===== src/rtl/fp_sig_divider_if.sv =====
// Request/response handshake bundle for the significand divider.
// slave = divider side, master = issuing/consuming side.
interface fp_sig_divider_if #(
  parameter int SIG_WIDTH = 24,
  parameter int TAG_WIDTH = 2
);
  localparam int QBITS = SIG_WIDTH + 2;

  logic                 req_valid;
  logic                 req_ready;
  logic [TAG_WIDTH-1:0] req_thread_idx;
  logic [SIG_WIDTH-1:0] req_dividend;
  logic [SIG_WIDTH-1:0] req_divisor;

  logic                 resp_valid;
  logic                 resp_ready;
  logic [TAG_WIDTH-1:0] resp_thread_idx;
  logic [QBITS-1:0]     resp_quotient;
  logic                 resp_sticky;
  logic                 resp_div_zero;

  modport slave (
    input  req_valid, req_thread_idx,
    input  req_dividend, req_divisor,
    input  resp_ready,
    output req_ready, resp_valid,
    output resp_thread_idx, resp_quotient,
    output resp_sticky, resp_div_zero
  );

  modport master (
    output req_valid, req_thread_idx,
    output req_dividend, req_divisor,
    output resp_ready,
    input  req_ready, resp_valid,
    input  resp_thread_idx, resp_quotient,
    input  resp_sticky, resp_div_zero
  );
endinterface


===== src/rtl/fp_sig_divider.sv =====
// Radix-2 restoring divider for normalized FP significands.
// One request in flight; rollback of the owning thread kills it.
module fp_sig_divider #(
  parameter int SIG_WIDTH = 24,
  parameter int TAG_WIDTH = 2
) (
  input  logic                 clk,
  input  logic                 reset,
  input  logic                 wb_rollback_en,
  input  logic [TAG_WIDTH-1:0] wb_rollback_thread_idx,
  fp_sig_divider_if.slave      bus
);
  localparam int QBITS = SIG_WIDTH + 2;
  localparam int CW    = $clog2(QBITS);
  localparam logic [CW-1:0] LAST = CW'(QBITS - 1);

  typedef enum logic [1:0] {
    IDLE = 2'd0,
    BUSY = 2'd1,
    DONE = 2'd2
  } state_t;

  state_t               state_q, state_d;
  logic [TAG_WIDTH-1:0] tag_q, tag_d;
  logic [SIG_WIDTH-1:0] div_q, div_d;
  logic [SIG_WIDTH:0]   rem_q, rem_d;
  logic [QBITS-1:0]     quo_q, quo_d;
  logic [CW-1:0]        cnt_q, cnt_d;
  logic                 sticky_q, sticky_d;
  logic                 dz_q, dz_d;

  logic               rb_hit;
  logic               rb_req;
  logic               ge;
  logic [SIG_WIDTH:0] rem_nx;

  assign rb_hit = wb_rollback_en &&
                  (wb_rollback_thread_idx == tag_q);
  assign rb_req = wb_rollback_en &&
                  (wb_rollback_thread_idx == bus.req_thread_idx);

  // rem < 2*div always, so the difference fits without underflow
  assign ge     = rem_q >= {1'b0, div_q};
  assign rem_nx = ge ? (rem_q - {1'b0, div_q}) : rem_q;

  always_comb begin
    state_d  = state_q;
    tag_d    = tag_q;
    div_d    = div_q;
    rem_d    = rem_q;
    quo_d    = quo_q;
    cnt_d    = cnt_q;
    sticky_d = sticky_q;
    dz_d     = dz_q;
    unique case (state_q)
      IDLE: begin
        if (bus.req_valid && !rb_req) begin
          tag_d    = bus.req_thread_idx;
          div_d    = bus.req_divisor;
          rem_d    = {1'b0, bus.req_dividend};
          quo_d    = '0;
          cnt_d    = '0;
          sticky_d = 1'b0;
          if (bus.req_divisor == '0) begin
            dz_d    = 1'b1;
            state_d = DONE;
          end else begin
            dz_d    = 1'b0;
            state_d = BUSY;
          end
        end
      end
      BUSY: begin
        if (rb_hit) begin
          state_d = IDLE;
        end else begin
          quo_d = {quo_q[QBITS-2:0], ge};
          rem_d = {rem_nx[SIG_WIDTH-1:0], 1'b0};
          cnt_d = cnt_q + 1'b1;
          if (cnt_q == LAST) begin
            sticky_d = |rem_nx;
            state_d  = DONE;
          end
        end
      end
      DONE: begin
        if (rb_hit || bus.resp_ready)
          state_d = IDLE;
      end
      default: state_d = IDLE;
    endcase
  end

  always_ff @(posedge clk) begin
    if (reset) begin
      state_q  <= IDLE;
      tag_q    <= '0;
      div_q    <= '0;
      rem_q    <= '0;
      quo_q    <= '0;
      cnt_q    <= '0;
      sticky_q <= 1'b0;
      dz_q     <= 1'b0;
    end else begin
      state_q  <= state_d;
      tag_q    <= tag_d;
      div_q    <= div_d;
      rem_q    <= rem_d;
      quo_q    <= quo_d;
      cnt_q    <= cnt_d;
      sticky_q <= sticky_d;
      dz_q     <= dz_d;
    end
  end

  assign bus.req_ready       = (state_q == IDLE);
  assign bus.resp_valid      = (state_q == DONE);
  assign bus.resp_thread_idx = tag_q;
  assign bus.resp_quotient   = quo_q;
  assign bus.resp_sticky     = sticky_q;
  assign bus.resp_div_zero   = dz_q;
endmodule


===== src/flat_wrapper.sv =====
// flat-port wrapper written by rule: the top's interface ports become plain ports
module fp_sig_divider_flat 
#(
  parameter int SIG_WIDTH = 24,
  parameter int TAG_WIDTH = 2
)
  (clk, reset, wb_rollback_en, wb_rollback_thread_idx, bus_req_valid, bus_req_thread_idx, bus_req_dividend, bus_req_divisor, bus_resp_ready, bus_req_ready, bus_resp_valid, bus_resp_thread_idx, bus_resp_quotient, bus_resp_sticky, bus_resp_div_zero);
  fp_sig_divider_if #(.SIG_WIDTH(SIG_WIDTH), .TAG_WIDTH(TAG_WIDTH)) bus_i ();
  input  logic clk;
  input  logic reset;
  input  logic wb_rollback_en;
  input  logic [TAG_WIDTH-1:0] wb_rollback_thread_idx;
  input wire logic [$bits(bus_i.req_valid)-1:0] bus_req_valid;
  input wire logic [$bits(bus_i.req_thread_idx)-1:0] bus_req_thread_idx;
  input wire logic [$bits(bus_i.req_dividend)-1:0] bus_req_dividend;
  input wire logic [$bits(bus_i.req_divisor)-1:0] bus_req_divisor;
  input wire logic [$bits(bus_i.resp_ready)-1:0] bus_resp_ready;
  output wire logic [$bits(bus_i.req_ready)-1:0] bus_req_ready;
  output wire logic [$bits(bus_i.resp_valid)-1:0] bus_resp_valid;
  output wire logic [$bits(bus_i.resp_thread_idx)-1:0] bus_resp_thread_idx;
  output wire logic [$bits(bus_i.resp_quotient)-1:0] bus_resp_quotient;
  output wire logic [$bits(bus_i.resp_sticky)-1:0] bus_resp_sticky;
  output wire logic [$bits(bus_i.resp_div_zero)-1:0] bus_resp_div_zero;
  assign bus_i.req_valid = bus_req_valid;
  assign bus_i.req_thread_idx = bus_req_thread_idx;
  assign bus_i.req_dividend = bus_req_dividend;
  assign bus_i.req_divisor = bus_req_divisor;
  assign bus_i.resp_ready = bus_resp_ready;
  assign bus_req_ready = bus_i.req_ready;
  assign bus_resp_valid = bus_i.resp_valid;
  assign bus_resp_thread_idx = bus_i.resp_thread_idx;
  assign bus_resp_quotient = bus_i.resp_quotient;
  assign bus_resp_sticky = bus_i.resp_sticky;
  assign bus_resp_div_zero = bus_i.resp_div_zero;
  fp_sig_divider #(.SIG_WIDTH(SIG_WIDTH), .TAG_WIDTH(TAG_WIDTH)) u_core (.clk(clk), .reset(reset), .wb_rollback_en(wb_rollback_en), .wb_rollback_thread_idx(wb_rollback_thread_idx), .bus(bus_i));
endmodule

===== config.mk =====
export PLATFORM = sky130hd
export DESIGN_NAME = fp_sig_divider_flat
export DESIGN_NICKNAME = d
export VERILOG_FILES = /design/src/rtl/fp_sig_divider_if.sv /design/src/rtl/fp_sig_divider.sv /design/src/flat_wrapper.sv
export SDC_FILE = /design/constraint.sdc
export NUM_CORES = 1
export LEC_CHECK = 0
export ABC_AREA = 0
export ABC_CLOCK_PERIOD_IN_PS = 4140
export BUFFER_PORTS_ARGS = -buffer_cell sky130_fd_sc_hd__buf_2
export CORE_MARGIN = 4
export CORE_UTILIZATION = 45
export CTS_CLUSTER_DIAMETER = 150
export DETAILED_ROUTE_END_ITERATION = 8
export PLACE_DENSITY = 0.77
export SLEW_MARGIN = 20
export SYNTH_ARGS = -nofsm -noshare
export SYNTH_HDL_FRONTEND = slang
export SYNTH_SLANG_ARGS = --single-unit

===== constraint.sdc =====
create_clock -name clk -period 4.14 [get_ports clk]
set_clock_uncertainty 0.1 [all_clocks]
set_input_delay 0.621 -clock clk [delete_from_list [all_inputs] [get_ports clk]]
set_output_delay 0.621 -clock clk [all_outputs]
set_load 0.005 [all_outputs]

* Word-level counts from Yosys, hierarchy flattened
Index checks and enable logic that the tools add are counted.
Storage, ports and cells: bits in registers 86, bits in latches 0, RAM bits 0, memory bits (read-only) 0, input bits 57, output and inout bits 32, logic and storage cells 55, memories kept 0
Operators by class: add/subtract/negate cells 2, multiply operators 0, div/mod/pow operators 0, $lt $le $gt $ge 1, equality and inequality tests 10, shift-type cells 0, multiplexer cells 21, bitwise logic cells 0, reduce and logical (&&, ||, !) cells 13
Operators with widths (number):
- $mux 25 | 3
- $mux 26 | 2
- $pmux 26 s2 | 1
- $pmux 25 s2 | 1
- $ge 25x24->1 | 1
- $reduce_or 25->1 | 1
- $sub 25x24->25 | 1
- $logic_not 24->1 | 1
- $mux 2 | 5
- $mux 5 | 2
- $pmux 5 s2 | 1
- $ne 2x1->1 const B | 3
- $pmux 2 s3 | 1
- $reduce_and 3->1 | 2
- $add 5x1->5 const B | 1
- $eq 5x5->1 const B | 1
- $eq 2x2->1 | 2
- $mux 1 | 4
- $reduce_and 4->1 | 1
- $logic_and 1x1->1 | 3
- $ne 3x1->1 const B | 1
- $eq 2x1->1 const B | 1
- $eq 2x2->1 const B | 1
- $logic_not 2->1 | 1
- 6 further kinds | 6

* Longest topological paths before layout
word-level depth 6, gate-level depth with buffers 12

* Worst setup path after synthesis
No wires, ideal clock.
path kind flip-flop to flip-flop, start point register u_core.rem_q[0], end point register u_core.sticky_q, in the netlist u_core.bus.resp_sticky, setup time 0.129 ns, data arrival time 2.615 ns, required time 3.911 ns, slack 1.296 ns, cell stages (with the launch flop) 13, buffers on the path 0, period minus slack after synthesis 2.844 ns, path through dfxtp_1 > inv_1 > ha_1 > inv_1 > fa_1 > a21o_1 > a221oi_2 > nor4_1 > o31ai_1 > a211o_1 > a31oi_4 > a2111oi_2 > a31oi_1
On the way: longest elaborated chain between the ends 6, elaborated cells on any way between the ends 7, those cells by class 1 x add/sub; 1 x order compare; 4 x mux; 1 x reduce/logical
Ends and longest elaborated chain:
- start, declared | line fp_sig_divider.sv:26 | logic [SIG_WIDTH:0] rem_q, rem_d;
- start signal, assigned | line fp_sig_divider.sv:108 | rem_q <= rem_d;
- $sub 25x24->25 / $ge 25x24->1 (equally long branches) | line fp_sig_divider.sv:44, fp_sig_divider.sv:43
- $mux 25 (*) | line fp_sig_divider.sv:44 | assign rem_nx = ge ? (rem_q - {1'b0, div_q}) : rem_q;
- $reduce_or 25->1 (*) | line fp_sig_divider.sv:81 | sticky_d = |rem_nx;
- $mux 1 (*) | line fp_sig_divider.sv:80 | if (cnt_q == LAST) begin
- $mux 1 (*) | line fp_sig_divider.sv:74 | if (rb_hit) begin
- $pmux 1 s2 (*) | line fp_sig_divider.sv:55 | unique case (state_q)
- end signal, assigned | line fp_sig_divider.sv:111 | sticky_q <= sticky_d;
- end, declared | line fp_sig_divider.sv:29 | logic sticky_q, sticky_d;
Every way passes the cells marked *; elsewhere a longest branch is shown, timed or not. The select of a mux whose other input is x is not followed. A chain may end at the register's enable or synchronous reset.

* Final worst setup path
start point register u_core.rem_q[12], end point register u_core.sticky_q, in the netlist u_core.bus.resp_sticky
Same word-level chain as after synthesis.

==> key figures <==
Timing
  – Fin crit share: 88.22%
  – RSZ-0062 raised after global routing: no
  – Worst Tran Pin Value: 965.4 ps
  – Final hold violation count: 0
  – Max Clk Rate: 0.2738 GHz
  – Final setup violation count: 0
  – Worst Hold Slack: about 360 ps
  – Setup TNS: 0 ps
  – Worst setup margin: 487.7 ps
  – Max-slew violations: 0
  – Fin crit period: 3652 ps
  – Slew headroom: a little over a third

Route
  – Drt first pass iters: 6
  – Iteration-0 DRC Markers: 586
  – Via/cell ratio: a little under 6
  – Post-route ant nets: 0
  – Post-route DRC violation count: 0
  – Average wire per standard cell: about 17 um
  – Drt total wl: 16.50 mm
  – Vias: 5682

Finish
  – Nets: 887
  – Share of cells above drive strength 1: between 10% and 20%
  – # fillers: approximately 1200
  – Antenna diode instance count: 0
  – P&R area growth vs syn: 13.68%
  – Fin area: 0.006321 sq mm
  – Core Util, Final: between 50 and 60%
  – Post-route insts no fill: 976

Critical path
  – Worst Setup End Kind: flop
  – Crit-path max FO: 21
  – WP buf/inv: 0
  – Slowest cell on crit path: nor4_1
  – Req. time, crit path: approximately 4300 ps
  – Critical path class: reg -> reg
  – Type of origin of the critical path: flop
  – CP delay by family, top: simple AND/OR/NAND/NOR gates
  – Worst EP arrival: 3780 ps
  – Critical path's largest stage delay: 680 ps
  – Crit path cell chain: ha_1 -> nand4_1 -> nor4_1 -> a41oi_2 -> o21ai_4 -> mux2i_1 -> nor4bb_1 -> a31oi_1

Synthesis
  – Largest family of logic cells by synthesized area: compound AO/OA/AOI/OAI gates
  – Number of synthesized flops with an enable pin: 0
  – Synthesized flop and latch total: 86
  – Simple-gate area share of the yosys netlist: 24.95%
  – Ys Warns: 0
  – Post-Syn Area per Cell: 7.424 sq um
  – Synth Flop Type: dfxtp_1
  – Synth Area in Adders: 6.211%
  – Post-synth ARST share: 0%
  – Xor/xnor share of the synthesized area: under 10%
  – Mux contribution to synthesized area: between 1 and 1.5%
  – Post-synthesis compound-gate area fraction: 26.80%
  – Cells after Synth: 749
  – Sequential fraction of the synthesis area: between 30 and 40%
  – Unique masters post-synth: 67
  – Syn Nets: 833
  – Netlist Area Pre-Place: 0.005560 sq mm

Power
  – Leakage: 2.492 nW
  – Sequential share of power: 25.3%
  – Combinational share of power: 54.9%
  – Internal: 2.154 mW
  – Pwr/cell area: 632.3 mW/mm^2
  – Switch Pwr: 1.843 mW
  – Power Total: 3.997 mW
  – Sw frac: approximately 46%
  – VDD IR max: 0.0003110 V
  – Clock share of power: 19.9%

Clock tree
  – Hold_buf cts: 0
  – Setup Fix Bufs, Post-CTS: 0
  – Clk_lat worst skew: between 300 and 400 ps
  – H-tree depth: 3
  – Worst-path clk slew: 70 ps
  – Clk sinks: 86
  – CTS root buf: clkbuf_16
  – CTS Buf Count: 9
  – Clock Tree Buf Depth: 2
  – TritonCTS clock tree: yes
  – Post-cts sizing count: 0

Floorplanning
  – Initial Util: between 40% and 50%
  – Rows: 40
  – Die height: about 120 um
  – Chip width: 119.2 um
  – Die Area: 0.01420 sq mm
  – Core ar.: around 0.012 sq mm
  – IO Pins: 89

GRT
  – Vias in the first global route: 5264
  – Total gr overflow: 0
  – First-pass GRT wire length: 26.52 mm
  – Largest net degree at the start of global routing: slightly below 90
  – Initial antenna violation count: 0
  – Global-route usage over all layers: 22.82%

Place
  – HPWL after detailed placement: between 10 and 15 mm
  – Placement Cell Area: 0.006027 sq mm
  – Dpl cells: 960
  – IO Port Bufs: 88
  – GPL Wtd Cong: 1.000
  – Pre-CTS setup slack: 600.2 ps

Min path
  – Hold Crit Class: reg -> reg

Job
  – MaxCap Viol Count: 0

Outcome
  – Run status: finished, final reports clean
==> cell type report <==
| cell class | instances | area (sq um) | area share [%] |
|---|---|---|---|
| multi-input combinational | 577 | 3483 | 55.11 |
| sequential | 86 | 1722 | 27.24 |
| timing repair buffer | 94 | 485.5 | 7.680 |
| clock buffer | 10 | 239.0 | 3.781 |
| tap | 168 | 210.2 | 3.325 |
| inverter | 35 | 131.4 | 2.078 |
| clock inverter | 6 | 50.05 | 0.7918 |
==> cell families after synthesis <==
logic type,Yosys count
buf+inv,86
fa+ha+maj,27
simple gates,303
flops,86
compound gates,220
xor+xnor,21
mux,6
==> Yosys cell counts (all sizes together) (3+ instances only) <==
cell type    n  area (sq um)
nand2      147         551.8
a21oi      101         509.2
dfxtp       86          1722
nor2        42         157.7
nand3       38         190.2
inv         35         131.4
clkbuf      34         127.6
ha          26         325.3
o21ai       22         125.1
o211ai      19         142.6
buf         17         112.6
a311o       13         140.1
nor3        13         65.06
nor4        13         81.33
xnor2       13         113.9
a21o        10         75.07
nand4        9         56.30
or3          9         56.30
xor2         8         70.07
a211oi       7         52.55
o21a         7         60.05
a221oi       6         65.06
a31oi        6         52.55
mux2i        6         60.06
nand2b       5         31.28
a211o        4         35.03
and3         4         25.02
nor3b        4         30.03
a311oi       3         26.28
and4         3         26.28
nor2b        3         18.77
o2111ai      3         26.28
o31ai        3         22.52
or2          3         18.77
or4          3         22.52
==> layout by cell type, fill, tap and decap left out, drive strengths merged, types with 7 or more instances in the layout <==
cell type	instances
nor4	13
xnor2	13
a311o	13
a211oi	7
o211ai	19
dfxtp	86
xor2	8
o21ai	22
clkbuf	10
nand4	9
nand2	147
a21oi	101
ha	26
inv	39
a21o	10
buf	94
o21a	7
nand3	38
nor3	13
nor2	42
or3	9
==> power groups by stage <==
| stage | Sequential, mW | Combinational [mW] | Clock, mW |
|---|---|---|---|
| 2_1_floorplan | 0.986 | 1.74 | 0 |
| 3_3_place_gp | 1.02 | 2.14 | 0 |
| 3_5_place_dp | 1.03 | 2.14 | 0 |
| 4_1_cts | 1.01 | 2.15 | 0.809 |
| 5_1_grt | 1.02 | 2.41 | 0.834 |
| 6_report | 1.01 | 2.19 | 0.794 |
==> worst reg2reg max path, cell delays in order (launching register included) <==
cell      delay [ps]
dfxtp_1          370
ha_1             570
nand4_1          240
nor4_1           680
a41oi_2          480
o21ai_4          390
mux2i_1          290
nor4bb_1         310
a31oi_1          110
==> metal layers <==
metal  share of wire [%]  up-vias  GRT usage [%]
li1                    -     2810              -
met1                  45     2645          30.78
met2                  45      197          35.54
met3                 7.1       30          4.986
met4                 2.6        0          8.907
met5                   0        -              0
==> worst paths after layout <==
kind                                                to        startpoint  cells after the start  slack, ps
worst max-delay path            u_core.bus.resp_sticky  u_core.rem_q[12]                      8        490
worst min-delay path                   u_core.div_q[2]   u_core.div_q[2]                      2        360
worst max register to register  u_core.bus.resp_sticky  u_core.rem_q[12]                      8        490
worst min register to register         u_core.div_q[2]   u_core.div_q[2]                      2        360
==> flip-flops by register name (all words and copies together) (netlist names) <==
| register | count |
|---|---|
| u_core.bus.resp_thread_idx | 2 |
| u_core.bus.resp_sticky | 1 |
| u_core.rem_q | 25 |
| u_core.bus.resp_div_zero | 1 |
| u_core.cnt_q | 5 |
| u_core.state_q | 2 |
| u_core.bus.resp_quotient | 26 |
| u_core.div_q | 24 |
No activity file was read; power rests on OpenSTA's default activity.
